## src/rtl/lantern_ctrl.sv

```systemverilog
// Front-panel button conditioning for the LED chaser: synchronize, debounce and
// edge-detect four keys, then drive clear, pause, speed and a speed digit.
module lantern_ctrl #(
   parameter int DB_CYCLES = 1000000,
   parameter int CLR_HOLD  = 10000000,
   parameter int SPEED_MAX = 9
) (
   input  logic        clk,
   input  logic        rst,
   input  logic        key_run_n,
   input  logic        key_up_n,
   input  logic        key_down_n,
   input  logic        key_clr_n,
   output logic        clr_out,
   output logic        stop_out,
   output logic [15:0] speed_out,
   output logic [6:0]  seg_n
);

   localparam int DBW = $clog2(DB_CYCLES);
   localparam int HW  = (CLR_HOLD > 1) ? $clog2(CLR_HOLD) : 1;
   localparam logic [DBW-1:0] DB_LAST   = DBW'(DB_CYCLES - 1);
   localparam logic [HW-1:0]  HOLD_LOAD = HW'(CLR_HOLD - 1);
   localparam logic [3:0]     SPD_MAX   = 4'(SPEED_MAX);

   localparam int K_RUN  = 0;
   localparam int K_UP   = 1;
   localparam int K_DOWN = 2;
   localparam int K_CLR  = 3;

   function automatic logic [6:0] seg_decode(input logic [3:0] v);
      case (v)
         4'd0:    seg_decode = 7'b1000000;
         4'd1:    seg_decode = 7'b1111001;
         4'd2:    seg_decode = 7'b0100100;
         4'd3:    seg_decode = 7'b0110000;
         4'd4:    seg_decode = 7'b0011001;
         4'd5:    seg_decode = 7'b0010010;
         4'd6:    seg_decode = 7'b0000010;
         4'd7:    seg_decode = 7'b1111000;
         4'd8:    seg_decode = 7'b0000000;
         4'd9:    seg_decode = 7'b0010000;
         default: seg_decode = 7'b0111111;
      endcase
   endfunction

   logic [3:0]     w_keys_n;
   logic [3:0]     r_sync1;
   logic [3:0]     r_sync2;
   logic [3:0]     r_db_lvl;
   logic [3:0]     r_db_dly;
   logic [3:0]     r_press;
   logic [DBW-1:0] r_db_cnt [4];
   logic [HW-1:0]  r_hold;
   logic [3:0]     r_speed;
   logic [3:0]     w_speed_nxt;
   logic [6:0]     r_seg;
   logic           r_clr;
   logic           r_stop;

   assign w_keys_n = {key_clr_n, key_down_n, key_up_n, key_run_n};

   // Synchronizers, per-key debounce counters and registered press pulses
   always_ff @(posedge clk) begin
      if (rst) begin
         r_sync1  <= 4'b1111;
         r_sync2  <= 4'b1111;
         r_db_lvl <= 4'b1111;
         r_db_dly <= 4'b1111;
         r_press  <= 4'b0000;
         for (int i = 0; i < 4; i++) begin
            r_db_cnt[i] <= {DBW{1'b0}};
         end
      end else begin
         r_sync1  <= w_keys_n;
         r_sync2  <= r_sync1;
         r_db_dly <= r_db_lvl;
         r_press  <= r_db_dly & ~r_db_lvl;
         for (int i = 0; i < 4; i++) begin
            if (r_sync2[i] == r_db_lvl[i]) begin
               r_db_cnt[i] <= {DBW{1'b0}};
            end else if (r_db_cnt[i] == DB_LAST) begin
               r_db_lvl[i] <= r_sync2[i];
               r_db_cnt[i] <= {DBW{1'b0}};
            end else begin
               r_db_cnt[i] <= r_db_cnt[i] + DBW'(1);
            end
         end
      end
   end

   // Saturating speed step; simultaneous up and down cancel
   always_comb begin
      w_speed_nxt = r_speed;
      if (r_press[K_UP] && !r_press[K_DOWN]) begin
         if (r_speed < SPD_MAX) begin
            w_speed_nxt = r_speed + 4'd1;
         end else begin
            w_speed_nxt = r_speed;
         end
      end else if (r_press[K_DOWN] && !r_press[K_UP]) begin
         if (r_speed != 4'd0) begin
            w_speed_nxt = r_speed - 4'd1;
         end else begin
            w_speed_nxt = r_speed;
         end
      end else begin
         w_speed_nxt = r_speed;
      end
   end

   // Output state: speed, digit, retriggerable clear hold, pause toggle
   always_ff @(posedge clk) begin
      if (rst) begin
         r_speed <= 4'd0;
         r_seg   <= 7'b1000000;
         r_clr   <= 1'b0;
         r_hold  <= {HW{1'b0}};
         r_stop  <= 1'b0;
      end else begin
         r_speed <= w_speed_nxt;
         r_seg   <= seg_decode(r_speed);
         if (r_press[K_CLR]) begin
            r_clr  <= 1'b1;
            r_hold <= HOLD_LOAD;
         end else if (r_hold != {HW{1'b0}}) begin
            r_clr  <= 1'b1;
            r_hold <= r_hold - HW'(1);
         end else begin
            r_clr  <= 1'b0;
         end
         if (r_press[K_CLR]) begin
            r_stop <= 1'b0;
         end else if (r_press[K_RUN]) begin
            r_stop <= ~r_stop;
         end else begin
            r_stop <= r_stop;
         end
      end
   end

   assign clr_out   = r_clr;
   assign stop_out  = r_stop;
   assign speed_out = {12'd0, r_speed};
   assign seg_n     = r_seg;

endmodule

```

## config.mk

```make
export PLATFORM = sky130hd
export DESIGN_NAME = lantern_ctrl
export DESIGN_NICKNAME = d
export VERILOG_FILES = /design/src/rtl/lantern_ctrl.sv
export SDC_FILE = /design/constraint.sdc
export NUM_CORES = 1
export LEC_CHECK = 0
export CAP_MARGIN = 0
export CORE_MARGIN = 2
export CORE_UTILIZATION = 65
export DETAILED_ROUTE_END_ITERATION = 8
export PLACE_DENSITY = 0.88
export SLEW_MARGIN = 5
export SYNTH_ARGS = -nofsm -noshare
export SYNTH_HDL_FRONTEND = slang
export SYNTH_SLANG_ARGS = --single-unit
```

## constraint.sdc

```tcl
create_clock -name clk -period 5.05 [get_ports clk]
set_clock_uncertainty 0.05 [all_clocks]
set_input_delay 1.01 -clock clk [delete_from_list [all_inputs] [get_ports clk]]
set_output_delay 1.01 -clock clk [all_outputs]
set_load 0.01 [all_outputs]
```

==> results of run 1 <==
## flip-flops by register name, indices dropped and copies added (netlist names)
name / cells
r_db_cnt: 80
r_hold: 24
seg_n: 7
r_db_dly: 4
r_db_lvl: 4
r_press: 4
r_speed: 4
r_sync1: 4
r_sync2: 4
clr_out: 1
stop_out: 1
## logic make-up after synthesis
logic type | share of synthesized area (%)
AND/OR/NAND/NOR | 23.5
flip-flops | 52.4
XOR/XNOR | 11.4
AO/OA/AOI/OAI | 5.40
buffers and inverters | 3.53
adder cells (fa/ha/maj) | 2.89
multiplexers | 0.759
other | 0.111
## routing by layer
| layer | global-route usage [%] | part of all wire [%] | vias to the layer above |
|---|---|---|---|
| li1 | - | - | 2481 |
| met1 | 29.0 | 41 | 2449 |
| met2 | 45.0 | 53 | 110 |
| met3 | 6.07 | 3.5 | 22 |
| met4 | 9.49 | 1.7 | 0 |
| met5 | 0 | 0 | - |
## layout make-up
type,instances,area (µm²)
Timing Repair Buffer,19,188
Clock buffer,25,571
Clock inverter,7,91.3
Tap cell,136,170
Fill cell,639,2260
Multi-Input combinational cell,579,3320
Inverter,23,86.3
Sequential cell,137,3540
## worst paths after layout
kind                            startpoint    endpoint  slack [ps]  cells after the start
worst max register to register  r_hold[12]  r_hold[23]        2110                      5
worst min-delay path            r_sync1[1]  r_sync2[1]         360                      1
worst min register to register  r_sync1[1]  r_sync2[1]         360                      1
worst max-delay path            r_hold[12]  r_hold[23]        2110                      5
## power groups by stage
stage | combinational (mW) | sequential [mW] | clock (mW)
global placement | 0.666 | 1.42 | 0
global route | 0.815 | 1.43 | 1.40
finish | 0.733 | 1.42 | 1.33
detailed placement | 0.693 | 1.43 | 0
CTS | 0.717 | 1.41 | 1.35
floorplan | 0.594 | 1.40 | 0
## metrics by stage
stage	utilization [%]	worst slack, ps	cells
final	77.9	2110	926
after global routing	77.9	1910	926
after CTS	77.9	2190	926
after detailed placement	71.4	1740	894
after global placement	71.4	1800	894
after floorplan	-	2820	767
## worst max-delay path: stages, from the launching register on
cell and delay, ps:
dfxtp_1 350, or4_4 580, nand4bb_1 530, o21ai_0 960, nor3_1 110, nor4_1 270
## synth_stat cells, types with 5 or more instances
cell type / count
nor3_1: 20
or2_2: 16
nor2_1: 129
or3_1: 11
a31oi_1: 5
xnor2_1: 47
o21ai_0: 10
and4_1: 7
a21oi_1: 22
and3_1: 13
ha_1: 14
xor2_1: 41
nand2_1: 40
nor4b_1: 5
dfxtp_1: 57
buf_4: 12
nor4_1: 11
edfxtp_1: 80
nand4_1: 18
inv_1: 23
nand3_1: 27
clkbuf_1: 14
==> summary.md, run 1 <==
| Metric | Value |
|---|---|
| GRT overflow | 0 |
| IO Count | 31 |
| Tcrit/Tclk final | 58.2% |
| Core Region | 0.0102 mm² |
| Setup tns final | 0 ps |
| Leak pwr | 2.96 nW |
| Worst Max-Slew Pin Slew | 1100 ps |
| Hold Path Class | reg2reg |
| Avg Cell Area, Syn | 9.99 µm² |
| H-tree depth | 4 |
| Net Switching | 1.01 mW |
| Final min period | 2940 ps |
| Dpl cell area | 0.00730 mm² |
| Ys flop type | edfxtp_1 |
| Clock power share | 38.2% |
| Initial Utilization | 66.1% |
| Crit-path max FO | 11 |
| Total track usage | 25.1% |
| Syn Std Cell Area | 0.00676 mm² |
| DR WL/cell | 14.4 µm |
| Area Overhead vs Synth | 17.8% |
| IO buf count | 18 |
| Internal Power | 2.47 mW |
| Final WL | 13300 µm |
| Most common cell after layout, fill and taps aside | nor2_1 |
| Antenna diodes | 0 |
| Status | finished, final reports clean |
| CTS Buffer Depth | 2 |
| CP arrival | 3320 ps |
| Top-area cell type share of the netlist area | 35.5% |
| Unrepaired setup endpoints after global routing | false |
| Most frequent cells in the layout | nor2_1 (129), conb_1 (92), edfxtp_1 (80) |
| Post-Syn Instances | 677 |
| CTS Buf Count | 17 |
| Crit. End Element | register |
| Cts hold-fix bufs | 0 |
| Gate power share | 21.0% |
| Initial antenna violation count | 0 |
| Die width | 106 µm |
| Top cells by area, synth | edfxtp_1 (36%), dfxtp_1 (17%), nor2_1 (7.2%) |
| Setup bufs post-CTS | 0 |
| Max frequency | 0.340 GHz |
| DR vias | 5062 |
| Drt pass-1 iters | 5 |
| Flop pwr share | 40.7% |
| Power, Total | 3.48 mW |
| Power per cell area | 437 mW/mm² |
| Yosys Warn Count | 0 |
| Register area share after synthesis | 52.4% |
| Max_cap viols | 0 |
| First-pass GRT wire length | 22400 µm |
| # DRC | 0 |
| Via/cell ratio | 5.47 |
| Post-synth top area cell | edfxtp_1 |
| Vias in the first global route | 5000 |
| Share of cells above drive strength 1 | 7.09% |
| Synth cell types | 50 |
| CTS root buffer | clkbuf_8 |
| Layout Nets | 798 |
| Row cnt | 37 |
| Setup Viol. Count Final | 0 |
| Max Slew Vio Count | 0 |
| Hold WS | 358 ps |
| DP HPWL | 8930 µm |
| GPL Wtd Cong | 0.814 |
| CP required | 5430 ps |
| EDFF count, synth | 80 |
| Number of synthesized register bits | 137 |
| Max rail drop VDD | 0.000585 V |
| Worst-Skew Late Latency | 530 ps |
| Final instance area | 0.00797 mm² |
| Kind of critical path | reg2reg |
| Die Ht | 106 µm |
| Ys async rst share | 0% |
| Slew headroom | 26.2% |
| CTS tree | built |
| Post_cts resized | 0 |
| Switching Fraction | 29.0% |
| Final count of hold timing violations | 0 |
| Largest net degree at the start of global routing | 24 |
| Initial drt markers | 286 |
| TritonCTS Sinks | 137 |
| Die area | 0.0112 mm² |
| CP Launch Type | register |
| Reg clk slew, reported paths | 60 ps |
| ANT nets after route | 0 |
(Power assumes the default switching activity.)
==> run 2: changes to the inputs <==
CORE_UTILIZATION = 55   (was 65)
PLACE_DENSITY = 0.79   (was 0.88)
clock period = 2.65 ns   (was 5.05 ns; I/O delays follow)
==> summary.md, run 2 (synthesis gave the netlist of run 1 again) <==
| Metric | Value |
|---|---|
| # DRC | 0 (unchanged) |
| Most frequent cells in the layout | nor2_1 (129), conb_1 (92), edfxtp_1 (80) |
| Area Overhead vs Synth | 19.2% |
| Die area | 0.0132 mm² (+17%) |
| Setup Viol. Count Final | 0 (unchanged) |
| Pre-CTS WS | 208 ps (-1530 ps) |
| Final min period | 2410 ps (-535 ps) |
| Drt pass-1 iters | 5 (unchanged) |
| Setup tns final | 0 ps (unchanged) |
| CP arrival | 2700 ps (-620 ps) |
| Footprint of the multi-input gates | 0.00332 mm² (unchanged) |
| Layout Nets | 814 (+2.0%) |
| Final WL | 12300 µm (-7.5%) |
| DR WL/cell | 12.9 µm (-10%) |
| Most common cell after layout, fill and taps aside | nor2_1 |
| Max rail drop VDD | 0.000827 V (+41%) |
| Total track usage | 20.2% (-4.9 points) |
| Reg clk slew, reported paths | 60 ps (about the same) |
| Initial antenna violation count | 0 (unchanged) |
| Max frequency | 0.416 GHz (+22%) |
| Core Region | 0.0120 mm² (+17%) |
| Power per cell area | 811 mW/mm² (+85%) |
| Final Worst Setup Slack | 244 ps (-1860 ps) |
| ANT nets after route | 0 (unchanged) |
| Antenna diodes | 0 (unchanged) |
| Gate power share | 22.0% (+1.0 points) |
| Leak pwr | 3.02 nW (+2.0%) |
| CP required | 2940 ps (-2490 ps) |
| Share of cells above drive strength 1 | 9.06% (+2.0 points) |
| Kind of critical path | reg2reg |
| Hold Path Class | reg2reg |
| TritonCTS Sinks | 137 (unchanged) |
| Reg2reg setup slack | 240 ps (-1860 ps) |
| Initial Utilization | 56.3% (-9.8 points) |
| Largest register FFs | 80 (unchanged) |
| Slew headroom | 51.6% (+25 points) |
| Flop pwr share | 41.3% (+0.6 points) |
| Max Slew Vio Count | 0 (unchanged) |
| Tcrit/Tclk final | 90.8% (+33 points) |
| Largest net degree at the start of global routing | 21 (-13%) |
| CTS root buffer | clkbuf_16 |
| Top reg by flops | r_db_cnt |
| Final instance area | 0.00806 mm² (+1.1%) |
| DR vias | 4999 (-1.2%) |
| GRT overflow | 0 (unchanged) |
| Die width | 115 µm (+8.4%) |
| Dpl cell area | 0.00743 mm² (+1.7%) |
| IO Count | 31 (unchanged) |
| Via/cell ratio | 5.25 (-4.0%) |
| Switching Fraction | 29.2% (+0.20 points) |
| Max_cap viols | 0 (unchanged) |
| Net Switching | 1.91 mW (+89%) |
| GPL Wtd Cong | 0.874 (+7.4%) |
| Row cnt | 40 (+8.1%) |
| Die Ht | 115 µm (+8.4%) |
| CTS Buffer Depth | 2 (unchanged) |
| Cts hold-fix bufs | 0 (unchanged) |
| CP Launch Type | register |
| IO buf count | 18 (unchanged) |
| Crit-path max FO | 7 (-4) |
| Register Area | 0.00354 mm² (unchanged) |
| Unrepaired setup endpoints after global routing | false |
| DP HPWL | 8610 µm (-3.5%) |
| Vias in the first global route | 4902 (-2.0%) |
| Worst-Skew Late Latency | 420 ps (-110 ps) |
| Initial drt markers | 320 (+12%) |
| H-tree depth | 4 (unchanged) |
| Worst Max-Slew Pin Slew | 721 ps (-376 ps) |
| Final count of hold timing violations | 0 (unchanged) |
| Status | finished, final reports clean |
| First-pass GRT wire length | 21400 µm (-4.2%) |
| CTS Buf Count | 17 (unchanged) |
| Clock power share | 36.7% (-1.5 points) |
| Internal Power | 4.63 mW (+87%) |
| CTS tree | built |
| Fillers | 932 (+46%) |
| Crit. End Element | register |
## run 2: path summary, 6_finish.rpt
check              start  cells past startpoint         end
min reg2reg  r_db_dly[2]                      2  r_press[2]
min          r_db_dly[2]                      2  r_press[2]
max            r_hold[0]                      8   r_hold[8]
max reg2reg    r_hold[0]                      8   r_hold[8]
## run 2: area by class of cell
class | instances | share of cell area (%)
flip-flops and latches | 137 | 44.0
multi-input cells | 579 | 41.2
clock buffers | 23 | 6.72
repair buffers | 35 | 3.82
well taps | 147 | 2.28
inverters | 23 | 1.07
clock inverters | 9 | 0.963
## run 2: per-layer routing
metal / track usage, % / up-vias / wire, µm
met5: 0 / - / 0
met4: 6.75 / 0 / 164
met1: 24.5 / 2381 / 5400
met2: 35.0 / 85 / 6280
li1: - / 2519 / -
met3: 5.38 / 14 / 470
## run 2: power groups by stage
stage / clock (mW) / sequential [mW] / combinational, mW
after floorplan: 0 / 2.67 / 1.13
after global placement: 0 / 2.72 / 1.32
after detailed placement: 0 / 2.73 / 1.37
after CTS: 2.45 / 2.69 / 1.39
after global routing: 2.54 / 2.73 / 1.60
final: 2.40 / 2.70 / 1.44
## run 2: through the flow
step | total power [mW] | hold slack (ps) | instances | util [%]
detailed placement | 4.10 | 348 | 920 | 61.9
CTS | 6.54 | 361 | 952 | 67.0
global placement | 4.04 | 343 | 920 | 61.9
finish | 6.53 | 358 | 953 | 67.1
floorplan | 3.81 | 339 | 767 | -
global route | 6.87 | 372 | 953 | 67.1
## run 2: critical path, stage by stage (launching register included)
cell     delay [ps]
dfxtp_1         300
inv_1           110
ha_1            210
or3b_2          500
nor2_1          110
o21ai_0          90
buf_4           170
or4b_2          630
a21oi_1         160
## run 2: repair_timing
| action | 4_1_cts | 5_1_grt |
|---|---|---|
| hold endpoints to repair | 0 | 0 |
| setup buffers | 0 | 1 |
| endpoints found under the setup margin | 0 | 5 |
| gates resized for setup | 0 | 1 |
